<file path="config.mk">
export PLATFORM = sky130hd
export DESIGN_NAME = decodificador_pt2272
export DESIGN_NICKNAME = d
export VERILOG_FILES = /design/src/rtl/pt2272_pkg.sv /design/src/rtl/medidor_pulso.sv /design/src/rtl/decodificador_pt2272.sv
export SDC_FILE = /design/constraint.sdc
export NUM_CORES = 1
export LEC_CHECK = 0
export BUFFER_PORTS_ARGS = -buffer_cell sky130_fd_sc_hd__buf_2
export CAP_MARGIN = 20
export CORE_UTILIZATION = 50
export CTS_CLUSTER_DIAMETER = 120
export CTS_CLUSTER_SIZE = 40
export DETAILED_ROUTE_END_ITERATION = 6
export GPL_ROUTABILITY_DRIVEN = 0
export PLACE_DENSITY = 0.73
export SLEW_MARGIN = 5
export SYNTH_ARGS = -nofsm -noshare
export SYNTH_HDL_FRONTEND = slang
export SYNTH_SLANG_ARGS = --single-unit
</file>
<file path="constraint.sdc">
create_clock -name clk -period 2.7 [get_ports clk]
set_clock_uncertainty 0.15 [all_clocks]
set_input_delay 0.27 -clock clk [delete_from_list [all_inputs] [get_ports clk]]
set_output_delay 0.27 -clock clk [all_outputs]
set_load 0.01 [all_outputs]
</file>
<file path="src/rtl/pt2272_pkg.sv">
// Shared types and frame constants for the PT2272 decoder.
// Symbol encoding reuses the addr_i code (00=0, 11=1, 01=F, 10=reserved).
package pt2272_pkg;

  typedef enum logic [1:0] {
    SYM_0   = 2'b00,
    SYM_F   = 2'b01,
    SYM_BAD = 2'b10,
    SYM_1   = 2'b11
  } sym_t;

  typedef enum logic {
    SHORT = 1'b0,
    LONG  = 1'b1
  } pulse_t;

  typedef enum logic [2:0] {
    HUNT,
    READY,
    HIGH,
    LOW,
    CHECK
  } state_t;

  localparam int N_ADDR   = 8;
  localparam int N_DATA   = 4;
  localparam int N_SYM    = N_ADDR + N_DATA;
  localparam int N_PULSES = 25;

  // {first, second} maps straight onto the symbol code: SS=0, LL=1, SL=F, LS=bad.
  function automatic sym_t pair_to_sym(input pulse_t first, input pulse_t second);
    return sym_t'({first, second});
  endfunction

  // The reserved address code 10 never matches any received symbol.
  function automatic logic sym_matches(input sym_t s, input logic [1:0] a);
    return (a != 2'b10) && (s == sym_t'(a));
  endfunction

endpackage

</file>
<file path="src/rtl/medidor_pulso.sv">
// Input synchronizer, edge strobes and saturating high/low width counters
// for the PT2272 decoder; classifies each high pulse and flags sync gaps.
module medidor_pulso
  import pt2272_pkg::*;
#(
  parameter int CLK_DIV      = 250,
  parameter int LONG_MIN     = 8,
  parameter int PULSE_MAX    = 20,
  parameter int SYNC_GAP_MIN = 40
) (
  input  logic   clk,
  input  logic   reset,
  input  logic   cod_i,
  output logic   rise_o,
  output logic   fall_o,
  output pulse_t class_o,
  output logic   too_long_o,
  output logic   gap_o
);

  localparam int CNT_W = $clog2(SYNC_GAP_MIN * CLK_DIV + PULSE_MAX * CLK_DIV + 2);
  localparam logic [CNT_W-1:0] LONG_LIM = CNT_W'(LONG_MIN * CLK_DIV);
  localparam logic [CNT_W-1:0] MAX_LIM  = CNT_W'(PULSE_MAX * CLK_DIV);
  localparam logic [CNT_W-1:0] GAP_LIM  = CNT_W'(SYNC_GAP_MIN * CLK_DIV);

  function automatic logic [CNT_W-1:0] sat_inc(input logic [CNT_W-1:0] v);
    return (v == '1) ? v : v + CNT_W'(1);
  endfunction

  logic             cod_p0, cod_p1, cod_p2;
  logic [CNT_W-1:0] high_cnt, low_cnt;

  // p0/p1: metastability filter; p2: previous level for edge detection
  always_ff @(posedge clk) begin
    cod_p0 <= cod_i;
    cod_p1 <= cod_p0;
    cod_p2 <= cod_p1;
  end

  assign rise_o = cod_p1 & ~cod_p2;
  assign fall_o = ~cod_p1 & cod_p2;

  always_ff @(posedge clk) begin
    if (reset) begin
      high_cnt <= '0;
      low_cnt  <= '0;
    end else begin
      if (rise_o)      high_cnt <= CNT_W'(1);
      else if (cod_p1) high_cnt <= sat_inc(high_cnt);
      if (fall_o)      low_cnt  <= CNT_W'(1);
      else if (!cod_p1) low_cnt <= sat_inc(low_cnt);
    end
  end

  assign class_o    = (high_cnt >= LONG_LIM) ? LONG : SHORT;
  assign too_long_o = (high_cnt > MAX_LIM);
  // Equality gives a single strobe per gap because the counter saturates past it.
  assign gap_o      = ~cod_p1 && (low_cnt == GAP_LIM);

endmodule

</file>
<file path="src/rtl/decodificador_pt2272.sv">
// PT2272 receiver: frames PT2262 pulses into 12 trinary symbols, checks the address
// and latches data with a valid-transmission hold. Option: DOUBLE_FRAME_CHECK_EN.
module decodificador_pt2272
  import pt2272_pkg::*;
#(
  parameter int CLK_DIV      = 250,
  parameter int LONG_MIN     = 8,
  parameter int PULSE_MAX    = 20,
  parameter int SYNC_GAP_MIN = 40,
  parameter int VT_HOLD_OSC  = 1100
) (
  input  logic        clk,
  input  logic        reset,
  input  logic        cod_i,
  input  logic [15:0] addr_i,
  output logic [3:0]  data_o,
  output logic        vt_o,
  output logic        err_o
);

  localparam int HOLD_CLK = VT_HOLD_OSC * CLK_DIV;
  localparam int HOLD_W   = $clog2(HOLD_CLK);
  localparam logic [HOLD_W-1:0] HOLD_RELOAD = HOLD_W'(HOLD_CLK - 1);
  localparam logic [4:0] LAST_IDX = 5'(N_PULSES - 1);
  localparam logic [4:0] FULL_IDX = 5'(N_PULSES);

  logic   rise, fall, too_long, gap;
  pulse_t pclass;

  medidor_pulso #(
    .CLK_DIV     (CLK_DIV),
    .LONG_MIN    (LONG_MIN),
    .PULSE_MAX   (PULSE_MAX),
    .SYNC_GAP_MIN(SYNC_GAP_MIN)
  ) u_medidor (
    .clk       (clk),
    .reset     (reset),
    .cod_i     (cod_i),
    .rise_o    (rise),
    .fall_o    (fall),
    .class_o   (pclass),
    .too_long_o(too_long),
    .gap_o     (gap)
  );

  state_t              state_q, state_d;
  logic [4:0]          idx_q, idx_d;
  logic                err_d, store_first, store_sym;
  pulse_t              first_q;
  sym_t                syms_q [N_SYM];
  sym_t                new_sym;
  logic                addr_ok, data_f, accept, update;
  logic [N_DATA-1:0]   data_bits;
  logic [HOLD_W-1:0]   hold_q;

  assign new_sym = pair_to_sym(first_q, pclass);

  always_comb begin
    state_d     = state_q;
    idx_d       = idx_q;
    err_d       = 1'b0;
    store_first = 1'b0;
    store_sym   = 1'b0;
    unique case (state_q)
      HUNT:  if (gap) state_d = READY;
      READY: if (rise) begin
        state_d = HIGH;
        idx_d   = '0;
      end
      HIGH: begin
        if (too_long) begin
          err_d   = 1'b1;
          state_d = HUNT;
        end else if (fall) begin
          // The 25th pulse is the sync pulse and must be SHORT.
          if (idx_q == LAST_IDX) begin
            if (pclass == LONG) begin
              err_d   = 1'b1;
              state_d = HUNT;
            end else begin
              idx_d   = idx_q + 5'd1;
              state_d = LOW;
            end
          end else if (idx_q[0]) begin
            if (new_sym == SYM_BAD) begin
              err_d   = 1'b1;
              state_d = HUNT;
            end else begin
              store_sym = 1'b1;
              idx_d     = idx_q + 5'd1;
              state_d   = LOW;
            end
          end else begin
            store_first = 1'b1;
            idx_d       = idx_q + 5'd1;
            state_d     = LOW;
          end
        end
      end
      LOW: begin
        if (rise) begin
          if (idx_q == FULL_IDX) begin
            err_d   = 1'b1;
            state_d = HUNT;
          end else begin
            state_d = HIGH;
          end
        end else if (gap) begin
          // A premature gap still marks the start of the next frame.
          if (idx_q == FULL_IDX) begin
            state_d = CHECK;
          end else begin
            err_d   = 1'b1;
            state_d = READY;
          end
        end
      end
      CHECK: begin
        err_d   = data_f;
        state_d = READY;
      end
      default: state_d = HUNT;
    endcase
  end

  always_comb begin
    addr_ok   = 1'b1;
    data_f    = 1'b0;
    data_bits = '0;
    for (int k = 0; k < N_ADDR; k++) begin
      if (!sym_matches(syms_q[k], addr_i[2*k +: 2])) addr_ok = 1'b0;
    end
    for (int k = 0; k < N_DATA; k++) begin
      if (syms_q[N_ADDR+k] == SYM_F) data_f = 1'b1;
      data_bits[N_DATA-1-k] = (syms_q[N_ADDR+k] == SYM_1);
    end
  end

  assign accept = (state_q == CHECK) && !data_f && addr_ok;

`ifdef DOUBLE_FRAME_CHECK_EN
  logic [2*N_SYM-1:0] frame_d, prev_q;
  logic               primed_q;

  always_comb begin
    frame_d = '0;
    for (int k = 0; k < N_SYM; k++) frame_d[2*k +: 2] = syms_q[k];
  end

  assign update = accept && primed_q && (frame_d == prev_q);

  always_ff @(posedge clk) begin
    if (reset)       primed_q <= 1'b0;
    else if (accept) primed_q <= 1'b1;
  end

  always_ff @(posedge clk) begin
    if (accept) prev_q <= frame_d;
  end
`else
  assign update = accept;
`endif

  always_ff @(posedge clk) begin
    if (store_first) first_q <= pclass;
    if (store_sym)   syms_q[idx_q[4:1]] <= new_sym;
  end

  always_ff @(posedge clk) begin
    if (reset) begin
      state_q <= HUNT;
      idx_q   <= '0;
      err_o   <= 1'b0;
      vt_o    <= 1'b0;
      data_o  <= '0;
      hold_q  <= '0;
    end else begin
      state_q <= state_d;
      idx_q   <= idx_d;
      err_o   <= err_d;
      if (update) begin
        data_o <= data_bits;
        vt_o   <= 1'b1;
        hold_q <= HOLD_RELOAD;
      end else if (vt_o) begin
        if (hold_q == '0) vt_o   <= 1'b0;
        else              hold_q <= hold_q - HOLD_W'(1);
      end
    end
  end

endmodule
</file>
# == Yosys cells after proc, flatten, opt, wreduce, memory -nomap -nowiden ==
# Memory sizes are Yosys's and may differ from the RTL's.
# Cells that the tools add are included.
# word_totals
n_memories,1
output_inout_bits,6
regBits,65
mem_bits_rw,24
# mem_list
memory,words,width,rd,rd_clocked_by_memory_dff,wr,line_no,rtl
syms_q,12,2,12,0,1,decodificador_pt2272.sv:50,sym_t syms_q [N_SYM];
# classes
n_lt_le_gt_ge,2
n_reduce_logical,29
bitwise,7
n_eq_ne,46
n_addsub,4
muxes,70
# ops
op,count
$mux W19,3
$mux W1,45
$eq A14 B14 Y1 const B,3
$mux W5,7
$ne A2 B2 Y1 const B,16
$add A14 B1 Y14 const B,2
$mux W3,9
$logic_not A19 Y1,1
$sub A19 B1 Y19 const B,1
$eq A2 B2 Y1,8
$pmux W3 S5,1
$ge A14 B11 Y1 const B,1
$gt A14 B13 Y1 const B,1
$reduce_and A2 Y1,6
$logic_and A1 B1 Y1,11
$eq A2 B2 Y1 const B,5
$eq A5 B5 Y1 const B,2
$pmux W5 S2,1
$ne A3 B3 Y1 const B,3
$eq A2 B1 Y1 const B,4
$eq A3 B2 Y1 const B,2
$mux W2,3
$reduce_and A6 Y1,1
$reduce_bool A2 Y1,3
12 further kinds,19

# == Logic depth before layout (Yosys ltp) ==
# An unclocked memory read counts as a cell.
# depth
word_depth,14
ltp_mapped,9
depth_no_buf,8

# == Modules after synthesis ==
# A second synthesis with hierarchy kept.
# unflattened
cells_unflattened,518
area_unflattened_um2,4657.0
# modules_own_cells
mod,n_inst,cells_per_inst,area_per_inst_um2
decodificador_pt2272,1,320,3004.1
medidor_pulso,1,198,1652.8

# == Worst setup path after synthesis ==
# Ideal clock, no wire load.
# synth_timing
path_kind,register to register
startpoint,register u_medidor.high_cnt[12]
endpoint,"memory syms_q[0][0] (netlist bit), enable pin"
synth_period_minus_slack_ns,2.393
required_ns,2.201
stages_incl_launch_ff,7
arrival_time_ns,1.894
path_slack_ns,0.307
setup_time_ns,0.349
path_cell_list,dfxtp_1 -> or3b_1 -> o31a_2 -> nor4b_2 -> nand2b_1 -> buf_2 -> nor4_1
# synth_via
elab_chain_cells,11
elab_cells_between_ends,12
# synth_lines
element,line_no,rtl
"start, declared",medidor_pulso.sv:31,"logic [CNT_W-1:0] high_cnt, low_cnt;"
"start signal, assigned",medidor_pulso.sv:49,else if (cod_p1) high_cnt <= sat_inc(high_cnt);
$ge A14 B11 Y1,medidor_pulso.sv:55,assign class_o = (high_cnt >= LONG_LIM) ? LONG : SHORT;
$mux W1,medidor_pulso.sv:55,
$eq A2 B2 Y1,decodificador_pt2272.sv:85,if (new_sym == SYM_BAD) begin
$mux W1,decodificador_pt2272.sv:85,
$mux W1,decodificador_pt2272.sv:84,end else if (idx_q[0]) begin
$mux W1,decodificador_pt2272.sv:76,if (idx_q == LAST_IDX) begin
$mux W1,decodificador_pt2272.sv:74,end else if (fall) begin
$mux W1 (*),decodificador_pt2272.sv:71,if (too_long) begin
$mux W1 (*),decodificador_pt2272.sv:64,unique case (state_q)
$mux W1 (*),decodificador_pt2272.sv:166,if (store_sym) syms_q[idx_q[4:1]] <= new_sym;
$mux W1 (not written as such) (*),decodificador_pt2272.sv:166,
"end, declared",decodificador_pt2272.sv:50,
# Mark *: on every way between the ends. The rest lies on a longest branch, timed or not.

# == Worst setup path after layout ==
# layout_timing
startpoint,register u_medidor.high_cnt[12]
endpoint,"memory syms_q[4][1] (netlist bit), enable pin"
# Same word-level chain as after synthesis.

==> impl_metrics.tcl <==
set metrics [dict create \
    finalSetupViolCount 0 \
    async_flop_share_pct 0 \
    routed-wl-met2_um 4008 \
    post-route-drc-count 0 \
    final_antenna_net_count 0 \
    die_area_um2 9201 \
    routed-via-count 3416 \
    synth-edff-count 25 \
    area_growth_syn_to_layout_pct 10.01 \
    first_pass_iters 4 \
    wl_met1_um 3995 \
    pin_count_of_the_biggest_net_entering_global_routing 17 \
    post-route-period-util_pct 95.72 \
    synthesis.instances 470 \
    crit_required_ns 2.57 \
    hold_class "input pin to register" \
    io-pin-count 25 \
    final.min_clock_period_ns 2.585 \
    drt-wirelength-per-cell_um 13.68 \
    top_signal_layer_used "met4" \
    least_margin_pin_slew_ns 0.7267 \
    outcome "completed" \
    max_cap_viol_count 0 \
    start_kind "register" \
    critPathCaptureType "register" \
    grt_first_pass_wirelength_um 13980 \
    relative_slew_margins_pct 50.94 \
    leakage_nw 1.734 \
    final_hold_viol_count 0 \
    setup_repair_after_global_routing_missed_its_margin "true" \
    floorplan.initialDensity_pct 52.62 \
    finalInstanceArea_um2 4852 \
    cts-root-to-sink-buffers 2 \
    drive_gt1_share_pct 12.65 \
    detail_route.vias_per_cell 5.591 \
    die_w_um 95.92 \
    vias_in_the_first_global_route 3218 \
    grt.total_usage_pct 19.56 \
    synth_seq_area_share_pct 46.07 \
    synth.avg_cell_area_um2 9.384 \
    maxSlewViolCount 0 \
    tritoncts "done" \
    vdd_drop_max_v 0.0002678 \
    fin_setup_tns_ns 0 \
    placeableCoreArea_um2 8382 \
    initialDrtViolationCount 185 \
    post_synth_instance_area_um2 4410 \
    criticalPathCategory "register to register" \
    final_nets 529 \
    postCtsResizedCells 0 \
    nFillCells 748 \
    htreeDepth 3 \
    syn-num-nets 498 \
    clkLatencyLatePin_ns 0.35 \
    achievable-frequency_mhz 386.9 \
    overflow 0 \
    root_buffer "clkbuf_8" \
    timing.critical_path.fanout_max 8 \
    clock_transition_at_the_registers_of_the_reported_paths_ns 0.09 \
    dp.final_hpwl_um 6199 \
    cts.sink_count 89 \
    wl_met3_um 271 \
    yosys_most_used_dff "dfxtp_1" \
    yosysWarningCount 0 \
    cts_buffers 9 \
    placement.io_buffers 24 \
    cp.arrival_ns 2.45 \
    antenna_cells 0 \
    chipHeight_um 95.92 \
    num_rows 33 \
    antenna_found_initial 0 \
    synth_seq_cells 89 \
    ys_types 60 \
    power_density_over_the_cells_nw_per_um2 536.4 \
    dpl-instance-area_um2 4642 \
    wl_um 8361 \
]
-- report_power, final --
group / total [mW] / internal, mW / switching [mW]
Combinational: 0.269 / 0.114 / 0.156
Sequential: 1.42 / 1.39 / 0.0286
Clock: 0.916 / 0.440 / 0.476
Total: 2.60 / 1.94 / 0.661
-- cell families (layout without fill, tap and decap cells) --
kind of cell / after synthesis / after routing / share of synthesized area (%)
buffers and inverters: 34 / 70 / 3.858
AOI/OAI and AO/OA: 76 / 76 / 11.12
xor gates and xnor gates: 44 / 44 / 8.738
muxes: 2 / 2 / 0.4539
DFF: 89 / 89 / 46.07
and+or+nand+nor: 216 / 216 / 27.21
adders and majority gates: 9 / 9 / 2.553
-- area by class of cell --
class	instances	area (um^2)	share of cell area [%]
multi-input combinational	347	2208	45.51
sequential	89	2032	41.88
timing repair buffer	36	212.7	4.384
tap	105	131.4	2.708
clock buffer	10	127.6	2.630
clock inverter	6	72.57	1.496
inverter	18	67.56	1.392
-- worst max-delay path, stage by stage, from the launching register on --
cell and delay (ns):
dfxtp_1 0.41, or3b_1 0.39, o31a_2 0.35, nor4b_2 0.31, nand2b_1 0.26, nor4_1 0.37
-- through the flow --
stage	hold WS (ns)	setup WS [ns]	power [mW]	instances	utilization (%)
finish	0.1439	0.1155	2.603	611	57.89
global route	0.1467	-0.05525	2.711	611	57.89
CTS	0.1312	0.1013	2.624	611	57.89
detailed placement	0.1693	0.1130	1.710	594	55.38
global placement	0.1636	0.2163	1.703	594	55.38
floorplan	0.1477	0.3068	1.645	470	-
-- synth_stat cells, types with 3 or more instances --
| library cell | count | area, um^2 |
|---|---|---|
| a2111oi_0 | 5 | 43.79 |
| a21o_1 | 3 | 22.52 |
| a21oi_1 | 33 | 165.2 |
| a311oi_1 | 4 | 35.03 |
| a31oi_1 | 5 | 31.28 |
| and3_1 | 9 | 56.30 |
| buf_2 | 3 | 15.01 |
| buf_4 | 3 | 22.52 |
| clkbuf_1 | 7 | 26.28 |
| dfxtp_1 | 64 | 1281 |
| edfxtp_1 | 25 | 750.7 |
| ha_1 | 9 | 112.6 |
| inv_1 | 18 | 67.56 |
| nand2_1 | 36 | 135.1 |
| nand2b_1 | 10 | 62.56 |
| nand3_1 | 19 | 95.09 |
| nand4_1 | 8 | 50.05 |
| nand4b_1 | 7 | 61.31 |
| nor2_1 | 54 | 202.7 |
| nor2b_1 | 14 | 87.58 |
| nor3_1 | 14 | 70.07 |
| nor4_1 | 13 | 81.33 |
| o21ai_0 | 11 | 55.05 |
| or3_1 | 9 | 56.30 |
| xnor2_1 | 27 | 236.5 |
| xor2_1 | 17 | 148.9 |
-- registers in the layout, summed over array words and instances (netlist names) --
name / count
data_o: 4
err_o: 1
u_medidor.cod_p0: 1
hold_q: 19
idx_q: 5
vt_o: 1
u_medidor.cod_p2: 1
syms_q: 24
state_q: 3
u_medidor.high_cnt: 14
first_q: 1
u_medidor.low_cnt: 14
u_medidor.cod_p1: 1
-- timing repair --
item	4_1_cts	5_1_grt
hold endpoints to repair	1	0
hold buffers	1	0
setup endpoints to repair	0	4
buffers inserted	0	0
-- cells in the final DEF, fill, tap and decap left out, drive strengths merged, types with 2 or more instances in the layout --
cell type | netlist | final
edfxtp | 25 | 25
buf | 7 | 35
mux2i | 2 | 2
xnor2 | 27 | 27
nor4 | 14 | 14
xor2 | 17 | 17
or4b | 3 | 3
inv | 18 | 21
and3 | 9 | 9
nand2 | 36 | 36
o22a | 2 | 2
o31ai | 2 | 2
dfxtp | 64 | 64
o31a | 2 | 2
a311oi | 4 | 4
nand4b | 7 | 7
a31oi | 5 | 5
nand4 | 9 | 9
clkbuf | 9 | 10
nand2b | 10 | 10
or3 | 9 | 9
or3b | 3 | 3
or2 | 2 | 2
nor2b | 14 | 14
ha | 9 | 9
o311ai | 2 | 2
nor2 | 54 | 54
nor4b | 3 | 3
o21ai | 12 | 12
a2111oi | 5 | 5
nor3 | 14 | 14
and3b | 2 | 2
a21o | 3 | 3
and4b | 2 | 2
a21oi | 33 | 33
or4 | 2 | 2
nand3 | 19 | 19
-- final timing paths --
check / slack (ns) / start / cells past startpoint / end
setup / recovery: 0.12 / u_medidor.high_cnt[12]$_SDFFE_PP0P_ / 5 / syms_q[4][1]$_DFFE_PP_
setup reg to reg: 0.12 / u_medidor.high_cnt[12]$_SDFFE_PP0P_ / 5 / syms_q[4][1]$_DFFE_PP_
hold / removal: 0.14 / reset / 2 / u_medidor.low_cnt[0]$_SDFFE_PP0P_
hold reg to reg: 0.19 / u_medidor.cod_p0$_DFF_P_ / 0 / u_medidor.cod_p1$_DFF_P_
-- routing by layer --
metal,vias to the layer above,GRT usage [%]
li1,1748,-
met1,1602,23.33
met2,58,35.06
met3,8,4.107
met4,0,6.095
met5,-,0
(Power assumes the default switching activity.)
